[src/rtl/debouncer_bank.sv]
// rtl/debouncer_bank.sv - multi-channel button debouncer with press/release pulses, long-press and auto-repeat
module debouncer_bank #(
    parameter int N             = 4,
    parameter int DB_CYCLES     = 1000000,
    parameter int HOLD_CYCLES   = 50000000,
    parameter int REPEAT_CYCLES = 10000000,
    parameter int ACTIVE_LOW    = 0
) (
    input  logic         i_clk,
    input  logic         i_rst_n,
    input  logic [N-1:0] i_btn,
    output logic [N-1:0] o_state,
    output logic [N-1:0] o_down,
    output logic [N-1:0] o_up,
    output logic [N-1:0] o_long,
    output logic [N-1:0] o_rpt
);

    localparam int DW   = (DB_CYCLES < 1) ? 1 : $clog2(DB_CYCLES + 1);
    localparam int HMAX = (HOLD_CYCLES > REPEAT_CYCLES) ? HOLD_CYCLES : REPEAT_CYCLES;
    localparam int HW   = (HMAX < 1) ? 1 : $clog2(HMAX + 1);

    localparam logic [DW-1:0] DB_LAST  = DW'(DB_CYCLES - 1);
    localparam logic [HW-1:0] HOLD_VAL = HW'(HOLD_CYCLES);
    localparam logic [HW-1:0] REP_VAL  = HW'(REPEAT_CYCLES);
    localparam logic          AL_BIT   = (ACTIVE_LOW != 0);
    localparam logic          REP_EN   = (REPEAT_CYCLES > 0);

    typedef enum logic [1:0] {
        H_IDLE,
        H_PRESS,
        H_HELD
    } hold_t;

    for (genvar g = 0; g < N; g++) begin : g_ch
        logic [1:0]    r_sync;
        logic [DW-1:0] r_dcnt;
        logic          r_state;
        logic          r_down;
        logic          r_up;
        logic          r_long;
        logic          r_rpt;
        hold_t         r_hst;
        logic [HW-1:0] r_hcnt;

        logic w_b;
        logic w_s;
        logic w_flip;
        logic w_rise;
        logic w_fall;

        // Inversion happens before the synchroniser so the reset value 0 always means "not pressed".
        assign w_b    = i_btn[g] ^ AL_BIT;
        assign w_s    = r_sync[1];
        assign w_flip = (w_s != r_state) && (r_dcnt == DB_LAST);
        assign w_rise = w_flip & w_s;
        assign w_fall = w_flip & ~w_s;

        always_ff @(posedge i_clk or negedge i_rst_n) begin
            if (!i_rst_n) begin
                r_sync  <= '0;
                r_dcnt  <= '0;
                r_state <= 1'b0;
                r_down  <= 1'b0;
                r_up    <= 1'b0;
            end else begin
                r_sync <= {r_sync[0], w_b};
                r_down <= w_rise;
                r_up   <= w_fall;
                if (w_s == r_state) begin
                    r_dcnt <= '0;
                end else if (r_dcnt == DB_LAST) begin
                    r_state <= w_s;
                    r_dcnt  <= '0;
                end else begin
                    r_dcnt <= r_dcnt + DW'(1);
                end
            end
        end

        // Hold tracking keys off the same-edge debounce decision so a release beats long/rpt.
        always_ff @(posedge i_clk or negedge i_rst_n) begin
            if (!i_rst_n) begin
                r_hst  <= H_IDLE;
                r_hcnt <= '0;
                r_long <= 1'b0;
                r_rpt  <= 1'b0;
            end else begin
                r_long <= 1'b0;
                r_rpt  <= 1'b0;
                case (r_hst)
                    H_IDLE: begin
                        if (w_rise) begin
                            r_hst  <= H_PRESS;
                            r_hcnt <= HW'(1);
                        end
                    end
                    H_PRESS: begin
                        if (w_fall) begin
                            r_hst  <= H_IDLE;
                            r_hcnt <= '0;
                        end else if (r_hcnt == HOLD_VAL) begin
                            r_long <= 1'b1;
                            r_hst  <= H_HELD;
                            r_hcnt <= HW'(1);
                        end else begin
                            r_hcnt <= r_hcnt + HW'(1);
                        end
                    end
                    H_HELD: begin
                        if (w_fall) begin
                            r_hst  <= H_IDLE;
                            r_hcnt <= '0;
                        end else if (REP_EN && (r_hcnt == REP_VAL)) begin
                            r_rpt  <= 1'b1;
                            r_hcnt <= HW'(1);
                        end else if (REP_EN) begin
                            r_hcnt <= r_hcnt + HW'(1);
                        end
                    end
                    default: begin
                        r_hst  <= H_IDLE;
                        r_hcnt <= '0;
                    end
                endcase
            end
        end

        assign o_state[g] = r_state;
        assign o_down[g]  = r_down;
        assign o_up[g]    = r_up;
        assign o_long[g]  = r_long;
        assign o_rpt[g]   = r_rpt;
    end

endmodule

[config.mk]
export PLATFORM = sky130hd
export DESIGN_NAME = debouncer_bank
export DESIGN_NICKNAME = d
export VERILOG_FILES = /design/src/rtl/debouncer_bank.sv
export SDC_FILE = /design/constraint.sdc
export NUM_CORES = 1
export LEC_CHECK = 0
export CAP_MARGIN = 15
export CORE_MARGIN = 5
export CORE_UTILIZATION = 68
export CTS_CLUSTER_DIAMETER = 80
export DETAILED_ROUTE_END_ITERATION = 6
export MAX_ROUTING_LAYER = met4
export PLACE_DENSITY = 0.93
export SLEW_MARGIN = 20
export SYNTH_ARGS = -nofsm -noshare
export SYNTH_HDL_FRONTEND = slang
export SYNTH_SLANG_ARGS = --single-unit
[constraint.sdc]
create_clock -name i_clk -period 4.14 [get_ports i_clk]
set_input_delay 0.828 -clock i_clk [delete_from_list [all_inputs] [get_ports i_clk]]
set_output_delay 0.828 -clock i_clk [all_outputs]
set_load 0.005 [all_outputs]
## Word-level counts from Yosys, hierarchy flattened

Cells that the tools add are included.

- Register bits after elaboration: 220
- Latch bits: 0
- RAM bits: 0
- ROM bits: 0
- Input port bits: 6
- Output and inout bits: 20
- Word-level logic and storage cells: 192
- Memories kept: 0

- $add $sub $neg: 8
- $mul: 0
- Div/mod/pow operators: 0
- Magnitude comparators: 0
- Equality and inequality tests: 40
- Shift operators: 0
- Multiplexer cells: 76
- Bitwise logic cells: 16
- Reductions and logical operators: 16

Operators by type and width:

| cell | count |
|---|---|
| 26-bit 2-to-1 mux | 20 |
| 26-bit case mux with 3 select lines | 4 |
| 20-bit 2-to-1 mux | 8 |
| 26-bit by 1-bit adder with 26-bit output, second input constant | 4 |
| 26-bit by 24-bit equality test with 1-bit output, second input constant | 4 |
| 26-bit equality test, second input constant | 4 |
| 20-bit by 1-bit adder with 20-bit output, second input constant | 4 |
| 20-bit equality test, second input constant | 4 |
| 2-bit 2-to-1 mux | 16 |
| 1-bit 2-to-1 mux | 24 |
| 2-bit case mux with 3 select lines | 4 |
| 2-bit != test, second input constant | 8 |
| 3-bit != test, second input constant | 4 |
| 3-bit AND reduction | 4 |
| 1-bit bitwise AND | 8 |
| 2-bit by 1-bit equality test with 1-bit output, second input constant | 4 |
| 2-bit equality test, second input constant | 4 |
| 2-bit logical NOT | 4 |
| 1-bit inverter | 8 |
| 2-bit AND reduction | 4 |
| 1-bit equality test | 4 |
| 1-bit logical AND | 4 |
| 1-bit != test | 4 |

## Logic depth before layout (Yosys ltp)

- Word-level depth: 5
- Depth in mapped cells: 10
- Depth with buffers taken out: 8

## Worst setup path after synthesis

OpenSTA, ideal clock, no wires.

- Path type: reg2reg
- Start point: register g_ch[0].r_hcnt[0]
- End point: register g_ch[0].r_hcnt[8]
- Library setup time: 121 ps
- Arrival time: 2124 ps
- Data required time: 4019 ps
- Setup slack: 1895 ps
- Cell stages (with the launch flop): 10
- Path buffers: 2
- Clock period less this slack: 2245 ps
- Cell sequence: dfrtp_1 -> inv_1 -> ha_1 -> nor4bb_1 -> nand4_1 -> o41ai_2 -> a21oi_1 -> buf_6 -> buf_6 -> a22o_1

- Cells in the longest elaborated chain, start to end: 4
- Elaborated cells on any way between the ends: 8
- Those cells by class: add/sub: 1; eq/ne: 2; mux: 5

RTL lines:

| item | line | text |
|---|---|---|
| start, declared | 44 | `logic [HW-1:0] r_hcnt;` |
| start signal, assigned | 107 | `r_hcnt <= r_hcnt + HW'(1);` |
| start signal, assigned | 118 | `r_hcnt <= r_hcnt + HW'(1);` |
| 26-bit by 1-bit adder with 26-bit output (tied with other cells) | 107, 118 |  |
| 26-bit 2-to-1 mux, on equally long branches | 114, 102 |  |
| 26-bit 2-to-1 mux, on equally long branches | 111, 99 |  |
| 26-bit case mux with 3 select lines (*) | 91 | `case (r_hst)` |

Mark *: on every way between the ends. The rest lies on a longest branch, timed or not.
A chain may end at the register's enable or synchronous reset.

## Worst setup path in the final report

- Start point: register g_ch[1].r_hcnt[8]
- End point: register g_ch[1].r_hcnt[12]

- Cells in the longest elaborated chain, start to end: 4
- Elaborated cells on any way between the ends: 8
- Those cells by class: add/sub: 1; eq/ne: 2; mux: 5

RTL lines:

| item | line |
|---|---|
| start, declared | 44 |
| start signal, assigned | 107 |
| start signal, assigned | 118 |
| 26-bit by 1-bit adder with 26-bit output (tied with other cells) | 107, 118 |
| 26-bit 2-to-1 mux, on equally long branches | 114, 102 |
| 26-bit 2-to-1 mux, on equally long branches | 111, 99 |
| 26-bit case mux with 3 select lines (*) | 91 |

Marks and branches as above.

==> impl_metrics.csv <==
group,metric,value,unit
outcome,outcome,"finished, final reports clean",
setup_path,timing.critical_path.from_type,"register",
placed_design,place_congestion,0.892,
timing,final_period_minus_worst_setup_slack,2820,ps
drt,via_per_inst,6.56,
cts,cts.sinks,220,
placed_design,placed_cells_incl_taps,1470,
drt,wire_per_inst,17.5,µm
finish,fillers,1148,
global_route,first_pass_grt_wire_length,45900,µm
finish,final_nets,1289,
logic_synthesis,synth_simple_gate_area_share,0.283,
cts,post_cts_resized,0,
global_route,grtUsageMet2,0.461,
cts,cts.repair_timing.setup_buffer_count,0,
timing,slew_violations,0,
global_route,grt_util_all_layers,0.276,
finish,syn_to_final_growth,8.28,%
logic_synthesis,synth_area,11900,µm²
logic_synthesis,muxShareOfSynthArea,0.0139,
logic_synthesis,postSynthRegisterBits,220,
logic_synthesis,synth_sequential_area_ratio,0.464,
placed_design,count_of_buffers_from_port_buffering,25,
global_route,antenna_violations_before_repair,0,
timing,report.final.hold_viol_count,0,
power,max-vdd-ir-drop,0.000340,V
drt,num_vias,9892,
logic_synthesis,number_of_warnings_issued_by_yosys,0,
global_route,first_global_vias,9823,
logic_synthesis,post_synth_top_area_share,0.464,
finish,drive_gt1_frac,0.0624,
cts,htree_num_levels,1,
setup_path,worst_ep_arrival_time,3220,ps
logic_synthesis,synth_compound_area_frac,0.127,
die,num_io_pins,26,
global_route,grt_max_degree,135,
die,number_of_rows_created_at_floorplan,48,
setup_path,worstSetupStartpoint,"g_ch[1].r_hcnt[8]",
worst_hold_path,min_path_type,"in -> async",
cts,cts_hold_buf,0,
drt,drt_pass1_iterations,6,
setup_path,critical_path.reg2reg.startpoint,"g_ch[1].r_hcnt[8]",
global_route,use_met3,0.0380,
cts,worst_skew_pair.late_latency,510,ps
drt,detail_route.drc_violations,0,
die,chipWidth,142,µm
logic_synthesis,postSynth.topFlopCell,"sky130_fd_sc_hd__dfrtp_1",
global_route,globalRouteOverflowTotal,0,
timing,setup-violations-final,0,
cts,tritoncts.num_buffers,23,
logic_synthesis,synth-edff-count,0,
timing,grt_setup_unrepaired,"false",
cts,cts_max_path_buffers,3,
power,powerDensity,330,nW/µm²
logic_synthesis,asyncSetResetFlopFracSynth,1.00,
finish,antenna_cells,0,
logic_synthesis,syn_avg_cell_area,9.32,µm²
die,total_die_area,20200,µm²
timing,maxClockFrequency,0.355,GHz
drt,drt-initial-drc-count,1100,
drt,wirelength,26500,µm
logic_synthesis,synth_fp_nets,1292,
timing,final.setup_skew,6.81,ps
logic_synthesis,synthXorXnorAreaFrac,0.0538,
logic_synthesis,synth_top_family_by_area,"simple AND/OR/NAND/NOR gates",
finish,stdcell_count,1508,
global_route,globalRoute.busiestLayer,"met2",
setup_path,worstPathMaxFanout,24,
logic_synthesis,synth_cell_types,70,
logic_synthesis,fraction_of_the_mapped_netlist_area_in_adder_cells,0.0126,
die,floorplan.die.height,142,µm
timing,finalHoldWorstSlack,190,ps
die,fp.coreArea,17200,µm²
setup_path,critical_path.endpoint_type,"register",
cts,cts-root-buf,"sky130_fd_sc_hd__clkbuf_16",
setup_path,critical_path_class,"reg -> reg",
timing,worst_pin_slew,898,ps
timing,slew_headroom,0.402,
die,initial_utilization,0.689,
drt,postRouteAntennaNets,0,
timing,tns,0,ps
placed_design,dp_hpwl,16600,µm
global_route,globalRouteMet1Util,0.348,
job,cap_viol_max_count,0,
power,static-leakage-power,5.50,nW
cts,cts_tree,"built",
logic_synthesis,post_synth_main_area_contributors,"sky130_fd_sc_hd__dfrtp_1 (46%), sky130_fd_sc_hd__nor2_1 (4.3%), sky130_fd_sc_hd__nand3_1 (4.1%)",
logic_synthesis,yosysTopAreaCell,"sky130_fd_sc_hd__dfrtp_1",
logic_synthesis,syn-instance-count,1274,
cts,path_clk_slew,60,ps
timing,layout_worst_path_cycle_share,0.681,
setup_path,timing.critical_path.required,4540,ps
-- cell type report --
class                           count  area [µm²]  share of cell area
Sequential cell                   220        5510               0.428
Clock inverter                      4        20.0             0.00156
Clock buffer                       33         693              0.0539
Multi-Input combinational cell    948        5830               0.453
Timing Repair Buffer               36         370              0.0288
Tap cell                          225         282              0.0219
Inverter                           42         158              0.0123
-- worst paths after layout --
path	depth (start not counted)	to	slack [ps]
setup reg to reg	6	g_ch[1].r_hcnt[12]	1320
max in group asynchronous	3	g_ch[0].r_hcnt[11]	2920
setup / recovery	6	g_ch[1].r_hcnt[12]	1320
hold / removal	1	g_ch[1].r_hcnt[8]	190
min in group i_clk	0	g_ch[2].r_sync[1]	350
hold reg to reg	0	g_ch[2].r_sync[1]	350
-- cell usage after synthesis (all sizes together) (20+ instances only) --
library cell and number:
buf 41, or3 22, nor2 137, inv 42, a21o 27, clkbuf 23
nand3 99, o21ai 55, a22o 22, nor4 20, nor3 29, dfrtp 220
xnor2 21, and3 41, nand4 51, a21oi 56, xor2 52, nand2 116
-- state kept, by name, indices dropped and copies added, names as in the netlist --
signal,count
g_ch.r_up,4
g_ch.r_state,4
g_ch.r_down,4
g_ch.r_dcnt,80
g_ch.r_hst,8
g_ch.r_sync,8
g_ch.r_long,4
g_ch.r_rpt,4
g_ch.r_hcnt,104
-- metal layers --
layer | vias to the layer above | wire length [µm]
li1 | 4590 | -
met3 | 108 | 1540
met5 | - | 0
met2 | 399 | 13200
met1 | 4795 | 10900
met4 | 0 | 833
-- per-stage QoR --
stage | instance area [µm²] | setup WS, ps | utilization | power (mW)
finish | 12900 | 1320 | 0.746 | 4.24
global route | 12900 | 1190 | 0.746 | 4.36
CTS | 12800 | 1480 | 0.744 | 4.27
detailed placement | 12100 | 1490 | 0.703 | 2.30
global placement | 12100 | 1570 | 0.703 | 2.30
floorplan | 11900 | 1890 | - | 2.24
-- critical path, stage by stage (launching register included) --
cell and delay, ps:
sky130_fd_sc_hd__dfrtp_1 450, sky130_fd_sc_hd__nor4b_1 540, sky130_fd_sc_hd__nand4_1 250, sky130_fd_sc_hd__o21ba_2 280, sky130_fd_sc_hd__o21bai_2 700, sky130_fd_sc_hd__o21ai_0 260
sky130_fd_sc_hd__a22o_1 220
-- cell families after synthesis --
kind of cell / count (synthesis)
and+or+nand+nor: 621
AOI/OAI and AO/OA: 226
DFF: 220
buffers and inverters: 106
xor gates and xnor gates: 73
muxes: 16
adders and majority gates: 12
-- where the power goes --
group | internal (mW) | leakage [nW] | switching (mW)
Combinational | 0.0229 | 2.10 | 0.0651
Sequential | 2.16 | 3.05 | 0.0132
Clock | 1.15 | 0.359 | 0.824
-- placed cells by master, fill, tap and decap left out, types with 19 or more instances in the layout --
master                            instances
sky130_fd_sc_hd__and3_1                  41
sky130_fd_sc_hd__clkdlybuf4s50_1         24
sky130_fd_sc_hd__a22o_1                  22
sky130_fd_sc_hd__xnor2_1                 21
sky130_fd_sc_hd__inv_1                   42
sky130_fd_sc_hd__xor2_1                  52
sky130_fd_sc_hd__clkbuf_16               23
sky130_fd_sc_hd__dfrtp_1                220
sky130_fd_sc_hd__nand4_1                 51
sky130_fd_sc_hd__nor2_1                 137
sky130_fd_sc_hd__and4_1                  19
sky130_fd_sc_hd__nand2_1                116
sky130_fd_sc_hd__nand3_1                 98
sky130_fd_sc_hd__or3_1                   22
sky130_fd_sc_hd__nor3_1                  28
sky130_fd_sc_hd__a21oi_1                 54
sky130_fd_sc_hd__a21o_1                  27
sky130_fd_sc_hd__o21ai_0                 47
Power figures use the tool's default switching activity.
==> variant 1, RTL diff (config.mk and constraints unchanged) <==
Re-encode `hold_t` (3 values) as one-hot, 3 bits wide.
--- a/src/rtl/debouncer_bank.sv
+++ b/src/rtl/debouncer_bank.sv
@@ -27,8 +27,8 @@
     localparam logic          REP_EN   = (REPEAT_CYCLES > 0);
 
-    typedef enum logic [1:0] {
-        H_IDLE,
-        H_PRESS,
-        H_HELD
+    typedef enum logic [2:0] {
+        H_IDLE  = 3'b001,
+        H_PRESS = 3'b010,
+        H_HELD  = 3'b100
     } hold_t;
 
Formal check against the unedited RTL: no difference found for any inputs over 4 cycles, from zero or initial values and one cycle with i_rst_n low; so few cycles prove little.
==> variant 1 against the original RTL <==
  * First-iteration DRC count shrank 20%
  * Cell area is 0.59% higher
  * Sequential cell count is 4 higher
  * Wire length fell by 5.4%
  * Final cell count increased by 1.1%
  * Sequential power rose by 2%
  * Clock power up 8%
  * Worst setup slack lost 0.073 ns
  * Core utilization is 0.44 points higher
  * Area after synthesis rose by 0.36%
  * Total power increased by 4.3%
  * Synthesized cell count up 0.94%
==> variant 1: results (changes against the original RTL) <==
* Status: finished, final reports clean
* RePlAce Congestion at 0.850 (-4.7%)
* CTS buffer count at 25 (+8.7%)
* Regs by FF count: g_ch.r_hcnt: 104 flops, g_ch.r_dcnt: 80 flops, g_ch.r_hst: 12 flops
* Clk buf depth at 3 (unchanged)
* Final setup fails at 0 (unchanged)
* First-pass GRT wire length at 43000 µm (-6.3%)
* Vias per cell at 6.34 (-3.3%)
* Largest stage delay, worst path at 0.61 ns (-0.09 ns)
* HP Class: input port to asynchronous set/reset pin
* Delay-heaviest family, CP: simple AND/OR/NAND/NOR gates
* Diode count at 0 (unchanged)
* Initial antenna violation count at 0 (unchanged)
* Wire per inst at 16.4 µm (-6.4%)
* Clock Skews at 0.0134 ns (+0.00655 ns)
* Slowest cell on crit path: nor4_1
* Post_cts resized at 0 (unchanged)
* Initial drt markers at 885 (-20%)
* Lkg Pwr at 0.00540 µW (-1.8%)
* Worst-case vdd ir drop at 0.000274 V (-19%)
* Root Buffer: clkbuf_16
* Worst R2R Start: g_ch[3].r_dcnt[0]$_DFF_PN0_
* Overflow after GRT at 0 (unchanged)
* Mean Syn Cell Area at 9.27 µm² (-0.58%)
* Critical path peak fanout at 33 (+38%)
* Post-Layout Cell Count at 1524 (+1.1%)
* Worst hold slack at 0.307 ns (+0.116 ns)
* Synth unique cells at 69 (-1.4%)
* Largest cells by area after synthesis: dfrtp_1 46%, nor2_1 5.5%, nand3_1 4.0%
* Post-place instance area at 0.0122 mm² (+0.33%)
* Router iterations before antenna repair at 5 (-1)
* Post-CTS setup buffer count at 0 (unchanged)
* Top post-synthesis cells by count: 220 x dfrtp_1, 175 x nor2_1, 114 x nand2_1
* H-tree Lvls at 1 (unchanged)
* HPWL after detailed placement at 15600 µm (-6.2%)
* Seq/Total Area, Yosys at 47.1% (+0.72 points)
* Setup Crit Path Kind: register to register
* Largest net degree at the start of global routing at 104 (-23%)
* Crit path arrival time at 3.29 ns (+0.07 ns)
* Worst skew pair latency at 0.52 ns
* Tot GR Track Use at 25.6% (-2.0 points)
* Layout cell share with drive strength beyond 1 at 5.31% (-0.92 points)
* Max-slew headroom at 26.2% (-14 points)
* Final number of max-transition violations at 0 (unchanged)
* Vias in the first global route at 9309 (-5.2%)
* Post-synthesis async set-or-reset flop share at 100% (unchanged)
* R2R Setup Slk at 1.25 ns (-0.07 ns)
* Syn_nets at 1304 (+0.93%)
* Clk pin slew, worst setup/hold paths at 0.06 ns (about the same)
-- variant 1: worst register-to-register path, cell delays in order, from the launching register on --
cell and delay (ns):
dfrtp_1 0.40, ha_1 0.23, nand3_1 0.16, nor4_1 0.61, nand3_1 0.19, o21a_1 0.53, and3_1 0.37, a211o_1 0.28
-- variant 1: power breakdown --
group | total, µW | internal, µW | switching, µW
Sequential | 2220 | 2200 | 12.8
Clock | 2120 | 1240 | 876
Combinational | 83.4 | 19.3 | 64.1
-- variant 1: final timing paths --
| kind | endpoint | cells past startpoint |
|---|---|---|
| setup / recovery | g_ch[3].r_hcnt[14]$_DFFE_PN0P_ | 7 |
| hold / removal | g_ch[3].r_hcnt[14]$_DFFE_PN0P_ | 1 |
| setup reg to reg | g_ch[3].r_hcnt[14]$_DFFE_PN0P_ | 7 |
| hold reg to reg | g_ch[3].r_sync[1]$_DFF_PN0_ | 0 |
| max in group asynchronous | g_ch[3].r_hcnt[0]$_DFFE_PN0P_ | 2 |
| min in group i_clk | g_ch[3].r_sync[1]$_DFF_PN0_ | 0 |
-- variant 1: per-layer routing --
layer / part of all wire (%) / routed length, µm / GRT usage [%] / up-vias
met5: 0 / 0 / - / -
met4: 2.3 / 563 / 8.00 / 0
met3: 4.8 / 1210 / 3.33 / 64
met2: 50 / 12500 / 42.8 / 313
met1: 43 / 10700 / 32.8 / 4708
li1: - / - / - / 4582
-- variant 1: metrics by stage --
stage / total power, µW / setup WS, ns
after floorplan: 2280 / 1.84
after global placement: 2340 / 1.47
after detailed placement: 2340 / 1.34
after CTS: 4450 / 1.30
after global routing: 4550 / 1.07
final: 4420 / 1.25
-- variant 1: cell type report --
type,instances,area (µm²)
multi-input cells,970,5840
flip-flops and latches,224,5610
fillers,1118,4300
clock buffers,36,707
repair buffers,30,305
well taps,225,282
inverters,31,116
clock inverters,8,70.1
-- variant 1: logic make-up after synthesis --
group | count (synthesis) | share of synthesized area [%]
AO/OA/AOI/OAI | 194 | 11.0
XOR/XNOR | 95 | 6.98
adder cells (fa/ha/maj) | 12 | 1.26
buffers and inverters | 92 | 4.01
flip-flops | 224 | 47.1
multiplexers | 9 | 0.798
AND/OR/NAND/NOR | 660 | 28.9
==> variant 2, RTL diff (config.mk and constraints unchanged) <==
Made on the original files. Set the parameter `DB_CYCLES` to 4000000 (it was 1000000).
--- a/src/rtl/debouncer_bank.sv
+++ b/src/rtl/debouncer_bank.sv
@@ -2,5 +2,5 @@
 module debouncer_bank #(
     parameter int N             = 4,
-    parameter int DB_CYCLES     = 1000000,
+    parameter int DB_CYCLES     = 4000000,
     parameter int HOLD_CYCLES   = 50000000,
     parameter int REPEAT_CYCLES = 10000000,
Formal check against the unedited RTL: same outputs for any inputs over 4 cycles, from zero or initial values and one cycle with i_rst_n low; that may be too few to reach the edited logic, so the function may still have changed.
==> variant 2 against the original RTL <==
  * Area after synthesis is 0.36% higher
  * Via count decreased by 2.3%
  * Synthesized cell count down 0.63%
  * Global-route usage decreased by 0.82 points
  * Non-clock buffer count unchanged
  * Core utilization is 1.1 points higher
  * Worst setup slack got worse by 0.31 ns
  * Wire length fell by 1.8%
  * Total power is 7.8% higher
  * Sequential cell count increased by 8
  * Clock skew rose by 0.0029 ns
  * Cell area rose by 1.4%
  * Critical path type unchanged
  * Largest power group unchanged
  * Highest routed layer unchanged
==> variant 2: results (changes against the original RTL) <==
* Worst-case vdd ir drop at 0.000521 V (+53%)
* Lkg Pwr at 0.00550 µW (about the same)
* Placed Cells at 1462 (-0.54%)
* Post-place instance area at 0.0122 mm² (+0.83%)
* DR top layer: met4
* Worst reg2reg path endpoint: g_ch[1].r_hcnt[10]$_DFFE_PN0P_
* R2R Setup Slk at 1.01 ns (-0.31 ns)
* Routed met3 length at 1510 µm (-2.2%)
* I/O Buffers at 25 (unchanged)
* Largest net degree at the start of global routing at 120 (-11%)
* R2R depth at 7 (+1)
* Nets at 1281 (-0.62%)
* Initial drt markers at 997 (-9.4%)
* Worst hold slack at 0.349 ns (+0.158 ns)
* Status: finished, final reports clean
* Top FF cell, synth: dfrtp_1
* Vias per cell at 6.42 (-2.1%)
* Tot GR Track Use at 26.7% (-0.82 points)
* Critical path peak fanout at 15 (-38%)
* Post-synthesis async set-or-reset flop share at 100% (unchanged)
* Largest cells by area after synthesis: dfrtp_1 48%, nor2_1 6.0%, xor2_1 5.0%
* Max-slew headroom at 38.9% (-1.3 points)
* Synth unique cells at 66 (-5.7%)
* Post-cts hold buffer count at 0 (unchanged)
* Post-CTS setup buffer count at 0 (unchanged)
* Grt met1 use at 35.5% (+0.74 points)
* Hold path cells at 0
* Metal-1 WL at 10900 µm (about the same)
* Clk pin slew, worst setup/hold paths at 0.07 ns
* Layout cell share with drive strength beyond 1 at 6.56% (+0.33 points)
* Slowest cell on crit path: nor4_2
* Crit path arrival time at 3.52 ns (+0.30 ns)
* Sw Pwr at 978 µW (+8.4%)
* Router iterations before antenna repair at 5 (-1)
* Hold Path End: g_ch[3].r_sync[1]$_DFF_PN0_
* Wire per inst at 17.3 µm (-1.6%)
* First-pass GRT wire length at 44700 µm (-2.6%)
* Routed wire length at 26000 µm (-1.8%)
* RePlAce Congestion at 0.934 (+4.7%)
* Grt met3 use at 4.17% (+0.37 points)
* Vias in the first global route at 9396 (-4.3%)
* Diode count at 0 (unchanged)
* CTS buffer count at 24 (+4.3%)
* Post_cts resized at 0 (unchanged)
* HPWL after detailed placement at 16400 µm (-1.2%)
* Worst skew pair latency at 0.51 ns (about the same)
* Root Buffer: clkbuf_16
* Worst setup path startpoint: g_ch[1].r_dcnt[12]$_DFF_PN0_
* Clk buf depth at 3 (unchanged)
* Clock Skews at 0.00969 ns (+0.00288 ns)
* Seq/Total Area, Yosys at 47.9% (+1.5 points)
* Met2 WL at 13000 µm (-1.8%)
* Mean Syn Cell Area at 9.41 µm² (+0.99%)
* Top post-synthesis cells by count: 228 x dfrtp_1, 191 x nor2_1, 92 x nand2_1
* Regs by FF count: g_ch.r_hcnt: 104 flops, g_ch.r_dcnt: 88 flops
* HP Class: register to register
* GR Layer Usage met2 at 43.1% (-2.9 points)
* Filler instances at 1096 (-4.5%)
-- variant 2: per-stage QoR --
| step | total power, µW | util, % | setup slack (ns) |
|---|---|---|---|
| 4_1_cts | 4590 | 75.7 | 1.04 |
| 3_3_place_gp | 2380 | 70.9 | 1.23 |
| 5_1_grt | 4710 | 75.7 | 0.789 |
| 6_report | 4570 | 75.7 | 1.01 |
| 2_1_floorplan | 2320 | - | 1.58 |
| 3_5_place_dp | 2390 | 70.9 | 1.10 |
-- variant 2: final cells by class --
type | instances | share of cell area (%)
Sequential cell | 228 | 43.7
Multi-Input combinational cell | 940 | 44.1
Clock buffer | 28 | 5.04
Timing Repair Buffer | 36 | 2.69
Tap cell | 225 | 2.16
Inverter | 33 | 0.950
Clock inverter | 15 | 1.29
-- variant 2: power groups by stage --
stage	registers (µW)	logic (µW)	clock network, µW
3_3_place_gp	2290	89.5	0
4_1_cts	2250	92.4	2250
5_1_grt	2250	104	2350
2_1_floorplan	2290	31.3	0
3_5_place_dp	2290	91.8	0
6_report	2250	88.9	2220
-- variant 2: cells by family (layout without fill, tap and decap cells) --
logic type / after synthesis / count (layout) / synth area share (%)
compound gates: 154 / 154 / 8.86
xor+xnor: 128 / 128 / 9.41
fa+ha+maj: 15 / 15 / 1.51
buf+inv: 98 / 112 / 3.91
flops: 228 / 228 / 47.9
mux: 9 / 9 / 0.798
simple gates: 634 / 634 / 27.6
-- variant 2: critical path, delay by kind of cell (launching register included) --
family / cells / cell delay, ns
AOI/OAI and AO/OA: 2 / 0.76
buffers and inverters: 1 / 0.31
DFF: 1 / 0.43
and+or+nand+nor: 4 / 1.51
